--- config.mk ---
export PLATFORM = sky130hd
export DESIGN_NAME = fifo_d_drain_flat
export DESIGN_NICKNAME = d
export VERILOG_FILES = /design/src/rtl/fifo_d_drain_if.sv /design/src/rtl/fifo_d_drain.sv /design/src/flat_wrapper.sv
export SDC_FILE = /design/constraint.sdc
export NUM_CORES = 1
export LEC_CHECK = 0
export CORE_MARGIN = 10
export CORE_UTILIZATION = 40
export DETAILED_ROUTE_END_ITERATION = 8
export PLACE_DENSITY = 0.71
export RECOVER_POWER = 50
export SLEW_MARGIN = 40
export SYNTH_ARGS = -nofsm -noshare
export SYNTH_HDL_FRONTEND = slang
export SYNTH_SLANG_ARGS = --single-unit
--- constraint.sdc ---
create_clock -name clk -period 3.75 [get_ports clk]
set_input_delay 0.75 -clock clk [delete_from_list [all_inputs] [get_ports clk]]
set_output_delay 0.75 -clock clk [all_outputs]
set_load 0.1 [all_outputs]
--- src/rtl/fifo_d_drain_if.sv ---
// fifo_d_drain_if: bundles the d0/d1 FIFO pop-side signals and the egress
// stream of fifo_d_drain.
//   master : the drain block (drives pops and the output stream)
//   slave  : the surrounding FIFOs / egress logic
// Signals:
//   fifo_empty_d0/d1  FIFO empty flags
//   data_out_0/1      FIFO read data, valid the cycle after the pop
//   fifo_error_d0/d1  FIFO error flags
//   pause_out         downstream almost-full
//   pop_d0/d1         pop strobes (combinational)
//   data_out          registered output word
//   valid_out         data_out valid
//   src_out           source of data_out (0=d0, 1=d1)
//   err_out           sticky error
interface fifo_d_drain_if #(
  parameter int unsigned DATA_SIZE = 6
);
  logic                 fifo_empty_d0;
  logic                 fifo_empty_d1;
  logic [DATA_SIZE-1:0] data_out_0;
  logic [DATA_SIZE-1:0] data_out_1;
  logic                 fifo_error_d0;
  logic                 fifo_error_d1;
  logic                 pause_out;
  logic                 pop_d0;
  logic                 pop_d1;
  logic [DATA_SIZE-1:0] data_out;
  logic                 valid_out;
  logic                 src_out;
  logic                 err_out;

  modport master (
    input  fifo_empty_d0, fifo_empty_d1, data_out_0, data_out_1,
           fifo_error_d0, fifo_error_d1, pause_out,
    output pop_d0, pop_d1, data_out, valid_out, src_out, err_out
  );

  modport slave (
    output fifo_empty_d0, fifo_empty_d1, data_out_0, data_out_1,
           fifo_error_d0, fifo_error_d1, pause_out,
    input  pop_d0, pop_d1, data_out, valid_out, src_out, err_out
  );
endinterface

--- src/rtl/fifo_d_drain.sv ---
// fifo_d_drain: pop-side consumer for the d0/d1 per-class FIFOs. Drains both
// into one registered stream using weighted round-robin bursts (up to
// BURST_D0 / BURST_D1 consecutive pops while the other FIFO has data),
// honours a downstream pause and keeps a sticky error flag.
// Ports:
//   clk    single clock, posedge
//   reset  asynchronous, active-high
//   bus    fifo_d_drain_if.master (FIFO flags/data in, pops and stream out)
// Read latency is fixed at 2 cycles: pop in k -> valid_out in k+2.
module fifo_d_drain #(
  parameter int unsigned DATA_SIZE = 6,
  parameter int unsigned BURST_D0  = 4,
  parameter int unsigned BURST_D1  = 4,
  parameter int unsigned BCNT_W    = 3
) (
  input  logic           clk,
  input  logic           reset,
  fifo_d_drain_if.master bus
);

  typedef enum logic [1:0] {IDLE, GNT_D0, GNT_D1} state_t;

  localparam logic [BCNT_W-1:0] LAST_D0 = BCNT_W'(BURST_D0 - 1);
  localparam logic [BCNT_W-1:0] LAST_D1 = BCNT_W'(BURST_D1 - 1);

  state_t               state;
  logic [BCNT_W-1:0]    burst_cnt;
  logic                 last_src;
  logic                 pend_valid;
  logic                 pend_src;
  logic [DATA_SIZE-1:0] data_q;
  logic                 valid_q;
  logic                 src_q;
  logic                 err_q;
  logic                 pop0;
  logic                 pop1;

  // Pops depend only on the grant, the empty flag and pause; the state is
  // forced to IDLE asynchronously, so both strobes drop with reset.
  assign pop0 = (state == GNT_D0) && !bus.fifo_empty_d0 && !bus.pause_out;
  assign pop1 = (state == GNT_D1) && !bus.fifo_empty_d1 && !bus.pause_out;

  assign bus.pop_d0    = pop0;
  assign bus.pop_d1    = pop1;
  assign bus.data_out  = data_q;
  assign bus.valid_out = valid_q;
  assign bus.src_out   = src_q;
  assign bus.err_out   = err_q;

  always_ff @(posedge clk or posedge reset) begin
    if (reset) begin
      state      <= IDLE;
      burst_cnt  <= '0;
      last_src   <= 1'b1;
      pend_valid <= 1'b0;
      pend_src   <= 1'b0;
      data_q     <= '0;
      valid_q    <= 1'b0;
      src_q      <= 1'b0;
      err_q      <= 1'b0;
    end else begin
      // Read pipeline: stage 1 remembers which FIFO was popped, stage 2
      // captures that FIFO's read data once it is valid.
      pend_valid <= pop0 || pop1;
      pend_src   <= pop1;
      valid_q    <= pend_valid;
      if (pend_valid) begin
        data_q <= pend_src ? bus.data_out_1 : bus.data_out_0;
        src_q  <= pend_src;
      end

      if (bus.fifo_error_d0 || bus.fifo_error_d1) begin
        err_q <= 1'b1;
      end

      case (state)
        IDLE: begin
          burst_cnt <= '0;
          // d0 wins if non-empty and either preferred (last was d1) or d1 is empty.
          if (!bus.fifo_empty_d0 && (last_src || bus.fifo_empty_d1)) begin
            state <= GNT_D0;
          end else if (!bus.fifo_empty_d1) begin
            state <= GNT_D1;
          end
        end

        GNT_D0: begin
          if (pop0) begin
            if (burst_cnt == LAST_D0 && !bus.fifo_empty_d1) begin
              state     <= GNT_D1;
              burst_cnt <= '0;
              last_src  <= 1'b0;
            end else if (burst_cnt != LAST_D0) begin
              burst_cnt <= burst_cnt + 1'b1;
            end
          end else if (bus.fifo_empty_d0) begin
            burst_cnt <= '0;
            last_src  <= 1'b0;
            state     <= bus.fifo_empty_d1 ? IDLE : GNT_D1;
          end
        end

        GNT_D1: begin
          if (pop1) begin
            if (burst_cnt == LAST_D1 && !bus.fifo_empty_d0) begin
              state     <= GNT_D0;
              burst_cnt <= '0;
              last_src  <= 1'b1;
            end else if (burst_cnt != LAST_D1) begin
              burst_cnt <= burst_cnt + 1'b1;
            end
          end else if (bus.fifo_empty_d1) begin
            burst_cnt <= '0;
            last_src  <= 1'b1;
            state     <= bus.fifo_empty_d0 ? IDLE : GNT_D0;
          end
        end

        default: state <= IDLE;
      endcase
    end
  end

endmodule
--- src/flat_wrapper.sv ---
// flat-port wrapper written by rule: the top's interface ports become plain ports
module fifo_d_drain_flat 
#(
  parameter int unsigned DATA_SIZE = 6,
  parameter int unsigned BURST_D0  = 4,
  parameter int unsigned BURST_D1  = 4,
  parameter int unsigned BCNT_W    = 3
)
  (clk, reset, bus_fifo_empty_d0, bus_fifo_empty_d1, bus_data_out_0, bus_data_out_1, bus_fifo_error_d0, bus_fifo_error_d1, bus_pause_out, bus_pop_d0, bus_pop_d1, bus_data_out, bus_valid_out, bus_src_out, bus_err_out);
  fifo_d_drain_if #(.DATA_SIZE(DATA_SIZE)) bus_i ();
  input  logic clk;
  input  logic reset;
  input wire logic [$bits(bus_i.fifo_empty_d0)-1:0] bus_fifo_empty_d0;
  input wire logic [$bits(bus_i.fifo_empty_d1)-1:0] bus_fifo_empty_d1;
  input wire logic [$bits(bus_i.data_out_0)-1:0] bus_data_out_0;
  input wire logic [$bits(bus_i.data_out_1)-1:0] bus_data_out_1;
  input wire logic [$bits(bus_i.fifo_error_d0)-1:0] bus_fifo_error_d0;
  input wire logic [$bits(bus_i.fifo_error_d1)-1:0] bus_fifo_error_d1;
  input wire logic [$bits(bus_i.pause_out)-1:0] bus_pause_out;
  output wire logic [$bits(bus_i.pop_d0)-1:0] bus_pop_d0;
  output wire logic [$bits(bus_i.pop_d1)-1:0] bus_pop_d1;
  output wire logic [$bits(bus_i.data_out)-1:0] bus_data_out;
  output wire logic [$bits(bus_i.valid_out)-1:0] bus_valid_out;
  output wire logic [$bits(bus_i.src_out)-1:0] bus_src_out;
  output wire logic [$bits(bus_i.err_out)-1:0] bus_err_out;
  assign bus_i.fifo_empty_d0 = bus_fifo_empty_d0;
  assign bus_i.fifo_empty_d1 = bus_fifo_empty_d1;
  assign bus_i.data_out_0 = bus_data_out_0;
  assign bus_i.data_out_1 = bus_data_out_1;
  assign bus_i.fifo_error_d0 = bus_fifo_error_d0;
  assign bus_i.fifo_error_d1 = bus_fifo_error_d1;
  assign bus_i.pause_out = bus_pause_out;
  assign bus_pop_d0 = bus_i.pop_d0;
  assign bus_pop_d1 = bus_i.pop_d1;
  assign bus_data_out = bus_i.data_out;
  assign bus_valid_out = bus_i.valid_out;
  assign bus_src_out = bus_i.src_out;
  assign bus_err_out = bus_i.err_out;
  fifo_d_drain #(.DATA_SIZE(DATA_SIZE), .BURST_D0(BURST_D0), .BURST_D1(BURST_D1), .BCNT_W(BCNT_W)) u_core (.clk(clk), .reset(reset), .bus(bus_i));
endmodule
==> impl_metrics.env <==
export IMPL_h_tree_depth=1
export IMPL_min_period_over_period=0.720
export IMPL_crit_path_max_incr_delay_ps=520
export IMPL_grt_pass1_wl_um=3640
export IMPL_cp_num_buf_inv=2
export IMPL_largest_reg_flops=6
export IMPL_core_um2=2190
export IMPL_cts_tree="built"
export IMPL_drc=0
export IMPL_path_class="in2out"
export IMPL_avgViaCountPerCell=5.16
export IMPL_ant_nets=0
export IMPL_clk_path_buf_depth=2
export IMPL_cap_violations=0
export IMPL_synth_area_um2=908
export IMPL_finalSetupTns_ps=0
export IMPL_vias=769
export IMPL_ys_seq_area_frac=0.470
export IMPL_rsz0062_at_grt="false"
export IMPL_postSynthAreaPerCell_um2=10.1
export IMPL_critPathSlowestCell="clkdlybuf4s50_1"
export IMPL_synth_xor_area_frac=0
export IMPL_cts_hold_buffers=0
export IMPL_finalCriticalPeriod_ps=2700
export IMPL_rows=17
export IMPL_drv_slew=0
export IMPL_cellPowerDensity_nw_per_um2=793
export IMPL_dieArea_um2=4580
export IMPL_drtIter0Drc=15
export IMPL_critPathTopFamily="buffers and inverters"
export IMPL_dp_cells=145
export IMPL_overflow=0
export IMPL_cts_resized=0
export IMPL_layout_setup_ws_ps=1050
export IMPL_firstDrtPassIters=4
export IMPL_ioPinCount=30
export IMPL_ff2ff_setup_slack_ps=2070
export IMPL_cts_sinks=17
export IMPL_synth_nets=114
export IMPL_grt_use_total=0.103
export IMPL_dpl_cell_area_um2=1180
export IMPL_grt_pass1_vias=755
export IMPL_skew_ps=2.66
export IMPL_synth_warnings=0
export IMPL_yosys_area_share_simple=0.127
export IMPL_dp_slack_ps=1040
export IMPL_slew_headroom=0.581
export IMPL_crit_arrival_ps=1950
export IMPL_die_height_um=67.7
export IMPL_synth_fa_ha_area_frac=0.0689
export IMPL_synth_compound_area_frac=0.158
export IMPL_place_gp_congestion=0.811
export IMPL_drive_gt1_frac=0.182
export IMPL_peakVddDrop_uv=352
export IMPL_initial_core_util=0.415
export IMPL_totalWireLength_um=2140
export IMPL_wl_per_cell_um=14.4
export IMPL_path_cells="clkdlybuf4s50_1 -> nand2b_1 -> nor2_1 -> buf_4"
export IMPL_layout_cells_non_filler=149
export IMPL_portBuffers=29
export IMPL_design_area_um2=1200
export IMPL_nets=146
export IMPL_status="completed"
export IMPL_clkLatencyLatePin_ps=280
export IMPL_critPathCaptureType="output port"
export IMPL_diodes=0
export IMPL_fp_dieW_um=67.7
export IMPL_crit_fanout=9
export IMPL_start_kind="primary input"
export IMPL_netlist_instances=90
export IMPL_grt_max_degree=18
export IMPL_hold_path_class="reg2reg"
export IMPL_area_growth_pct=32.4
export IMPL_clockRootBuffer="clkbuf_4"
export IMPL_worst_slew_pin_slew_ps=628
export IMPL_antenna_found_initial=0
export IMPL_ys_ff_latch=17
export IMPL_hpwl_um=1730
export IMPL_leakagePower_nw=0.531
export IMPL_path_clk_slew_ps=90
export IMPL_critical_path_required_ps=3000
export IMPL_max_freq_mhz=370
export IMPL_hold_violations=0
export IMPL_cts_setup_buffers=0
export IMPL_ys_types=26
export IMPL_synth_top_family_by_area="compound AO/OA/AOI/OAI gates"
export IMPL_synth_mux_area_fraction=0.127
export IMPL_cts_buffers=3
export IMPL_setup_viol_count_final=0
==> through the flow <==
stage / hold WS, ps / utilization / power [W]
final: 481 / 0.549 / 0.000954
after global placement: 456 / 0.557 / 0.000888
after detailed placement: 467 / 0.537 / 0.000864
after global routing: 526 / 0.549 / 0.00102
after floorplan: 420 / - / 0.000751
after CTS: 493 / 0.549 / 0.000966
==> cell type report <==
| cell class | count | area (µm²) |
|---|---|---|
| clock buffer | 4 | 26.3 |
| fill | 205 | 988 |
| inverter | 10 | 37.5 |
| multi-input combinational | 61 | 437 |
| sequential | 17 | 427 |
| tap | 28 | 35.0 |
| timing repair buffer | 29 | 240 |
==> kinds of logic (layout without fill, tap and decap cells) <==
group	after synthesis	in the layout
AOI/OAI and AO/OA	23	23
adders and majority gates	5	5
buffers and inverters	12	43
DFF	17	17
muxes	11	11
and+or+nand+nor	22	22
==> synth_stat cells, drive strengths merged <==
master | n | area share
dfstp | 1 | 0.029
inv | 10 | 0.041
nand2 | 2 | 0.0083
nor2 | 10 | 0.041
a21oi | 10 | 0.055
dfrtp | 16 | 0.44
nand3 | 2 | 0.011
mux2i | 7 | 0.077
a221oi | 1 | 0.017
o31a | 1 | 0.0096
o22ai | 2 | 0.014
o2111ai | 1 | 0.0096
a22o | 1 | 0.0096
o211ai | 1 | 0.0083
and2 | 1 | 0.0069
o21ai | 5 | 0.028
and2b | 2 | 0.019
or3b | 1 | 0.012
nand2b | 3 | 0.021
a21boi | 1 | 0.0083
or3 | 1 | 0.0069
ha | 5 | 0.069
clkbuf | 2 | 0.0083
mux2 | 4 | 0.050
==> power by group <==
group	switching [W]	internal, W	leakage (nW)
logic	0.000419	0.000149	0.312
clock network	0.0000541	0.0000413	0.0150
registers	0.0000466	0.000244	0.204
total	0.000520	0.000434	0.531
==> cells in the final DEF, fill, tap and decap left out, drive strengths merged, types with 2 or more instances in the layout <==
cell type      synthesis  final
inv                   10     10
nand2b                 3      3
clkbuf                 2      4
dlygate4sd3            0      8
dfrtp                 16     16
nand2                  2      2
and2b                  2      2
o22ai                  2      2
ha                     5      5
clkdlybuf4s50          0     10
a21oi                 10     10
mux2i                  7      7
mux2                   4      4
nor2                  10     10
buf                    0     11
nand3                  2      2
o21ai                  5      5
==> final timing paths <==
path	end	startpoint	cells after the start
setup / recovery	bus_pop_d1	bus_fifo_empty_d1	4
hold / removal	u_core.bus.err_out	u_core.bus.err_out	1
setup reg to reg	u_core.burst_cnt[1]	u_core.state[1]	6
hold reg to reg	u_core.bus.err_out	u_core.bus.err_out	1
max in group asynchronous	u_core.state[0]	reset	2
min in group asynchronous	u_core.bus.data_out[5]	reset	2
==> per-layer routing <==
metal | vias to the layer above | GRT usage | wire (µm) | part of all wire
li1 | 377 | - | - | -
met1 | 353 | 0.122 | 851 | 0.40
met2 | 35 | 0.155 | 978 | 0.46
met3 | 4 | 0.0413 | 267 | 0.12
met4 | 0 | 0.0590 | 44 | 0.021
met5 | - | 0 | 0 | 0
No activity file was read; power rests on OpenSTA's default activity.
